==> src/rtl/text_buffer_if.sv <==
// Console write port and display read port of the 16x16 text buffer.
interface text_buffer_if;
  logic [7:0] wr_char;
  logic       wr_valid;
  logic       wr_ready;
  logic       clr;
  logic [7:0] char_xy;
  logic [7:0] char_code;
  logic [7:0] cursor_xy;
  logic       busy;

  modport master (
    output wr_char, wr_valid, clr, char_xy,
    input  wr_ready, char_code, cursor_xy, busy
  );

  modport slave (
    input  wr_char, wr_valid, clr, char_xy,
    output wr_ready, char_code, cursor_xy, busy
  );
endinterface

==> src/rtl/text_buffer.sv <==
// 16x16 character screen buffer with console control codes and a display read port.
// Optional feature: define TEXT_BUFFER_SCROLL_EN to scroll instead of wrapping to row 0.
module text_buffer #(
  parameter logic [7:0]  CLEAR_CHAR = 8'h20,
  parameter int unsigned COLS       = 16,
  parameter int unsigned ROWS       = 16
) (
  input  logic         clk,
  input  logic         rst,
  text_buffer_if.slave bus
);
  localparam int unsigned CELLS = COLS * ROWS;

  typedef enum logic [1:0] {
    IDLE      = 2'd0,
    CLEAR_ALL = 2'd1,
    CLEAR_ROW = 2'd2
  } state_t;

  state_t     state_r;
  logic [7:0] cnt_r;
  logic [3:0] row_r;
  logic [3:0] col_r;
  logic [3:0] offset_r;
  logic [3:0] clr_row_r;
  logic [7:0] char_code_r;
  logic [7:0] mem_r [CELLS];

  logic       wr_ready_s;
  logic       accept_s;
  logic       printable_s;
  logic [3:0] cur_phys_s;
  logic [3:0] adv_row_s;
  logic [3:0] adv_off_s;
  logic [3:0] adv_phys_s;
  logic       we_s;
  logic [7:0] waddr_s;
  logic [7:0] wdata_s;
  logic [7:0] rd_addr_s;

  assign wr_ready_s  = (state_r == IDLE) && !bus.clr;
  assign accept_s    = bus.wr_valid && wr_ready_s;
  assign printable_s = (bus.wr_char >= 8'h20) && (bus.wr_char <= 8'h7E);
  // Logical rows map onto physical rows rotated by the scroll offset.
  assign cur_phys_s  = row_r + offset_r;
  assign rd_addr_s   = {bus.char_xy[7:4] + offset_r, bus.char_xy[3:0]};

  assign bus.wr_ready  = wr_ready_s;
  assign bus.char_code = char_code_r;
  assign bus.cursor_xy = {row_r, col_r};
  assign bus.busy      = (state_r != IDLE);

  // Cursor row, scroll offset and physical row to blank after a row advance.
  always_comb begin
    adv_row_s = row_r + 4'd1;
    adv_off_s = offset_r;
`ifdef TEXT_BUFFER_SCROLL_EN
    if (row_r == 4'd15) begin
      adv_row_s = 4'd15;
      adv_off_s = offset_r + 4'd1;
    end else begin
      adv_row_s = row_r + 4'd1;
      adv_off_s = offset_r;
    end
`else
    adv_off_s = 4'd0;
`endif
    adv_phys_s = adv_row_s + adv_off_s;
  end

  // Single write port: clear sweeps own it while busy, console writes while idle.
  always_comb begin
    we_s    = 1'b0;
    waddr_s = 8'h00;
    wdata_s = CLEAR_CHAR;
    case (state_r)
      CLEAR_ALL: begin
        we_s    = 1'b1;
        waddr_s = cnt_r;
      end
      CLEAR_ROW: begin
        we_s    = 1'b1;
        waddr_s = {clr_row_r, cnt_r[3:0]};
      end
      IDLE: begin
        if (accept_s && printable_s) begin
          we_s    = 1'b1;
          waddr_s = {cur_phys_s, col_r};
          wdata_s = bus.wr_char;
        end else if (accept_s && (bus.wr_char == 8'h08) && (col_r != 4'd0)) begin
          we_s    = 1'b1;
          waddr_s = {cur_phys_s, col_r - 4'd1};
        end else begin
          we_s = 1'b0;
        end
      end
      default: we_s = 1'b0;
    endcase
  end

  // Character memory write port.
  always_ff @(posedge clk) begin
    if (we_s) begin
      mem_r[waddr_s] <= wdata_s;
    end
  end

  // Display read port, one cycle latency, independent of the write port.
  always_ff @(posedge clk) begin
    if (rst) begin
      char_code_r <= 8'h00;
    end else begin
      char_code_r <= mem_r[rd_addr_s];
    end
  end

  // Control FSM: cursor handling, control codes and clear sequencing.
  always_ff @(posedge clk) begin
    if (rst) begin
      state_r   <= CLEAR_ALL;
      cnt_r     <= 8'd0;
      row_r     <= 4'd0;
      col_r     <= 4'd0;
      offset_r  <= 4'd0;
      clr_row_r <= 4'd0;
    end else begin
      case (state_r)
        IDLE: begin
          cnt_r <= 8'd0;
          if (bus.clr || (accept_s && (bus.wr_char == 8'h0C))) begin
            state_r  <= CLEAR_ALL;
            row_r    <= 4'd0;
            col_r    <= 4'd0;
            offset_r <= 4'd0;
          end else if (accept_s && ((bus.wr_char == 8'h0A) ||
                                    (printable_s && (col_r == 4'd15)))) begin
            state_r   <= CLEAR_ROW;
            col_r     <= 4'd0;
            row_r     <= adv_row_s;
            offset_r  <= adv_off_s;
            clr_row_r <= adv_phys_s;
          end else if (accept_s && (bus.wr_char == 8'h0D)) begin
            col_r <= 4'd0;
          end else if (accept_s && printable_s) begin
            col_r <= col_r + 4'd1;
          end else if (accept_s && (bus.wr_char == 8'h08) && (col_r != 4'd0)) begin
            col_r <= col_r - 4'd1;
          end
        end
        CLEAR_ALL: begin
          cnt_r <= cnt_r + 8'd1;
          if (cnt_r == 8'd255) begin
            state_r <= IDLE;
          end
        end
        CLEAR_ROW: begin
          if (bus.clr) begin
            state_r  <= CLEAR_ALL;
            cnt_r    <= 8'd0;
            row_r    <= 4'd0;
            col_r    <= 4'd0;
            offset_r <= 4'd0;
          end else begin
            cnt_r <= cnt_r + 8'd1;
            if (cnt_r == 8'd15) begin
              state_r <= IDLE;
            end
          end
        end
        default: begin
          state_r <= CLEAR_ALL;
          cnt_r   <= 8'd0;
        end
      endcase
    end
  end
endmodule

==> src/flat_wrapper.sv <==
// flat-port wrapper written by rule: the top's interface ports become plain ports
module text_buffer_flat 
#(
  parameter logic [7:0]  CLEAR_CHAR = 8'h20,
  parameter int unsigned COLS       = 16,
  parameter int unsigned ROWS       = 16
)
  (clk, rst, bus_wr_char, bus_wr_valid, bus_clr, bus_char_xy, bus_wr_ready, bus_char_code, bus_cursor_xy, bus_busy);
  text_buffer_if bus_i ();
  input  logic clk;
  input  logic rst;
  input wire logic [$bits(bus_i.wr_char)-1:0] bus_wr_char;
  input wire logic [$bits(bus_i.wr_valid)-1:0] bus_wr_valid;
  input wire logic [$bits(bus_i.clr)-1:0] bus_clr;
  input wire logic [$bits(bus_i.char_xy)-1:0] bus_char_xy;
  output wire logic [$bits(bus_i.wr_ready)-1:0] bus_wr_ready;
  output wire logic [$bits(bus_i.char_code)-1:0] bus_char_code;
  output wire logic [$bits(bus_i.cursor_xy)-1:0] bus_cursor_xy;
  output wire logic [$bits(bus_i.busy)-1:0] bus_busy;
  assign bus_i.wr_char = bus_wr_char;
  assign bus_i.wr_valid = bus_wr_valid;
  assign bus_i.clr = bus_clr;
  assign bus_i.char_xy = bus_char_xy;
  assign bus_wr_ready = bus_i.wr_ready;
  assign bus_char_code = bus_i.char_code;
  assign bus_cursor_xy = bus_i.cursor_xy;
  assign bus_busy = bus_i.busy;
  text_buffer #(.CLEAR_CHAR(CLEAR_CHAR), .COLS(COLS), .ROWS(ROWS)) u_core (.clk(clk), .rst(rst), .bus(bus_i));
endmodule
==> config.mk <==
export PLATFORM = sky130hd
export DESIGN_NAME = text_buffer_flat
export DESIGN_NICKNAME = d
export VERILOG_FILES = /design/src/rtl/text_buffer_if.sv /design/src/rtl/text_buffer.sv /design/src/flat_wrapper.sv
export SDC_FILE = /design/constraint.sdc
export NUM_CORES = 2
export LEC_CHECK = 0
export BUFFER_PORTS_ARGS = -buffer_cell sky130_fd_sc_hd__buf_2
export CAP_MARGIN = 40
export CORE_MARGIN = 2
export CORE_UTILIZATION = 60
export CTS_CLUSTER_SIZE = 24
export DETAILED_ROUTE_END_ITERATION = 16
export PLACE_DENSITY = 0.76
export REMOVE_ABC_BUFFERS = 1
export SLEW_MARGIN = 0
export SYNTH_ARGS = -nofsm -noshare
export SYNTH_HDL_FRONTEND = slang
export SYNTH_SLANG_ARGS = --single-unit
==> constraint.sdc <==
create_clock -name clk -period 30.9 [get_ports clk]
set_input_delay 9.27 -clock clk [delete_from_list [all_inputs] [get_ports clk]]
set_output_delay 9.27 -clock clk [all_outputs]
set_load 0.005 [all_outputs]
==> flow_metrics.py <==
metrics = {
    "timing": {
        "fin_crit_sh_pct": 61.3,
        "period_needed_ns": 18.94,
        "tightest_slew_ns": 1.24,
        "setup-violations-final": 0,
        "slew_headroom_pct": 17.3,
        "whs_ns": 0.457,
        "fin_ws_ns": 11.96,
        "slew_viol_final": 0,
        "finalHoldViolCount": 0,
        "tns_ns": 0,
        "skew_ns": 0.0335,
        "rsz0062_at_grt": "false",
        "max_freq_mhz": 52.8,
    },
    "setup_path": {
        "cp-startpoint": "bus_clr",
        "setup.worst_path.end_class": "output pin",
        "arrival_ns": 9.67,
        "crit_fanout": 5,
        "cpMostUsedCell": "buf_2",
        "required_ns": 21.63,
        "cp_cell_sequence": "buf_2, nor2_1, buf_2",
        "path_class": "primary input to output pin",
        "worst_path_max_delay_cell": "nor2_1",
        "cp-start-kind": "primary input",
        "cpPeakStageDelay_ns": 0.14,
        "crit-reg2reg-launch": "u_core.state_r[1]",
    },
    "clocking": {
        "cts_hold_buffers": 0,
        "cts_made_buffers": 195,
        "worstSkewPairLatency_ns": 0.84,
        "clock-sinks": 2078,
        "post_cts_buffers": 0,
        "htreeDepth": 4,
        "ctsResizeCount": 0,
        "root_buffer": "clkbuf_16",
        "clkTransAtPathRegs_ns": 0.06,
        "cts_tree": "done",
        "max-clock-path-buffers": 3,
    },
    "power_and_ir_drop": {
        "ir_drop_mv": 0.0486,
        "power.density_nw_per_um2": 62.3,
        "power.leakage_nw": 28.8,
    },
    "logic_synthesis": {
        "synth_compound_area_share_pct": 4.09,
        "synth_edf_count": 2048,
        "ys.flop_type": "edfxtp_1",
        "synth_mux_area_share_pct": 14.1,
        "synth_top_family_by_area": "multiplexers",
        "synth-seq-area-share_pct": 75.6,
        "syn_area_sq_um": 82200,
        "synthAdderAreaFrac_pct": 0.122,
        "yosys_warnings": 0,
        "avgSynthCellArea_sq_um": 19.7,
        "yosys.area_share.simple_pct": 3.76,
        "async_flop_share_pct": 0,
        "ys_ff_latch": 2078,
        "ys_types": 89,
        "synth_xor_area_share_pct": 0.0852,
        "syn_inst": 4178,
    },
    "floorplan": {
        "initial_core_util_pct": 60.6,
        "core_sq_um": 136000,
        "die_area_sq_um": 140000,
        "die_w_um": 374,
        "die_y_um": 374,
        "io_pins": 38,
        "rows": 135,
    },
    "placement": {
        "place_hpwl_um": 120000,
        "port_buffers": 37,
        "gp_congestion": 0.885,
        "dp_slack_ns": 11.95,
    },
    "run": {
        "drv_cap": 0,
    },
    "cells_and_area": {
        "final_common_cell": "edfxtp_1",
        "drive_gt1_share_pct": 16.8,
        "nNetsFinal": 4551,
        "area_growth_pct": 10.8,
        "final_cell_mix": "edfxtp_1, mux4_2, nor2_1",
    },
    "global_routing": {
        "grt-ovfl-total": 0,
        "grt_pass1_vias": 42011,
        "antenna_found_initial": 9,
        "grt_pass1_wl_um": 290000,
        "grt_util_all_layers_pct": 28.8,
        "grt_max_degree": 257,
    },
    "detailed_routing": {
        "vias_per_cell": 6.65,
        "final_antenna_net_count": 0,
        "routed_wl_um": 201000,
        "drc_errors": 0,
        "vias": 43002,
        "routedWlPerCell_um": 31.1,
        "drt-initial-drc-count": 6874,
        "dr.pass1.iters": 7,
    },
    "status": {
        "status": "completed",
    },
    "min_path": {
        "min_from": "u_core.cnt_r[0]",
        "hold_class": "flop to flop",
    },
}
[worst paths after layout]
path / end / slack [ns] / cells after the start
max: bus_wr_ready / 11.96 / 3
min reg2reg: u_core.cnt_r[0] / 0.46 / 1
min: u_core.cnt_r[0] / 0.46 / 1
max reg2reg: u_core.mem_r[207][0] / 26.43 / 9
[through the flow]
step	total power, mW	instances	util [%]	cell area [sq um]
after detailed placement	3.35	6103	62.5	84700
after global routing	5.80	6465	67.1	91100
after global placement	3.35	6079	62.2	84400
after floorplan	3.23	4192	-	81300
final	5.68	6466	67.2	91100
after CTS	5.68	6461	67.1	91000
[synthesized netlist by cell type, types with 6 or more instances]
library cell	number	area [sq um]
nor2b_1	7	43.8
a22oi_1	47	353
buf_4	21	158
nand3_1	34	170
buf_6	36	405
buf_8	26	390
or3_1	8	50.1
clkbuf_1	50	188
o22ai_1	86	538
ha_1	8	100
mux4_1	48	1260
nand4_1	19	119
a22o_1	6	52.6
and3_1	9	56.3
edfxtp_1	2048	61500
mux2i_1	303	3030
and2_1	11	68.8
nor2_1	314	1180
inv_1	12	45.0
buf_2	81	405
nor4_1	10	62.6
nand3_2	9	90.1
o211ai_1	6	45.0
o21ai_0	44	220
buf_1	9	33.8
clkbuf_8	15	206
a31oi_1	9	56.3
nand2_2	6	37.5
mux4_2	321	7230
o31ai_1	7	52.6
nor3_1	57	285
a21oi_1	89	445
nand2_1	150	563
dfxtp_1	30	601
a211o_1	7	61.3
a211oi_1	35	263
o221ai_1	75	657
a2111oi_0	16	140
[routing by layer]
metal  vias to the layer above  part of all wire (%)  GRT usage, %
met5                         -                 0.013             0
met4                         4                   3.6          10.4
met3                       425                    12          6.95
met2                      2825                    47          44.3
met1                     22046                    38          40.9
li1                      17702                     -             -
[worst max-delay path, delay by kind of cell]
| kind | cells | cell delay (ns) |
|---|---|---|
| buf+inv | 2 | 0.26 |
| simple gates | 1 | 0.14 |
[flip-flops by register name (all words and copies together), names as in the netlist]
signal / flops
u_core.mem_r: 2048
u_core.col_r: 4
u_core.cnt_r: 8
u_core.state_r: 2
u_core.clr_row_r: 4
u_core.row_r: 4
u_core.bus.char_code: 8
[cells by family (layout without fill, tap and decap cells)]
logic type | after synthesis | count (layout)
fa+ha+maj | 8 | 8
flops | 2078 | 2078
xor+xnor | 8 | 8
other cells | 1 | 257
simple gates | 677 | 677
buf+inv | 254 | 505
mux | 677 | 677
compound gates | 475 | 475
[area by class of cell]
type / count / area, sq um
diodes: 1 / 2.50
clock buffers: 245 / 5220
clock inverters: 113 / 1080
fillers: 8334 / 44600
inverters: 13 / 51.3
multi-input cells: 2101 / 19200
flip-flops and latches: 2078 / 62100
well taps: 1781 / 2230
repair buffers: 134 / 1150
[where the power goes]
| part | leakage [nW] | switching (mW) | internal (mW) |
|---|---|---|---|
| combinational | 7.40 | 0.157 | 0.0712 |
| clock | 3.07 | 1.03 | 1.35 |
| sequential | 18.3 | 0.00383 | 3.07 |
| total | 28.8 | 1.19 | 4.49 |
Power figures use the tool's default switching activity.
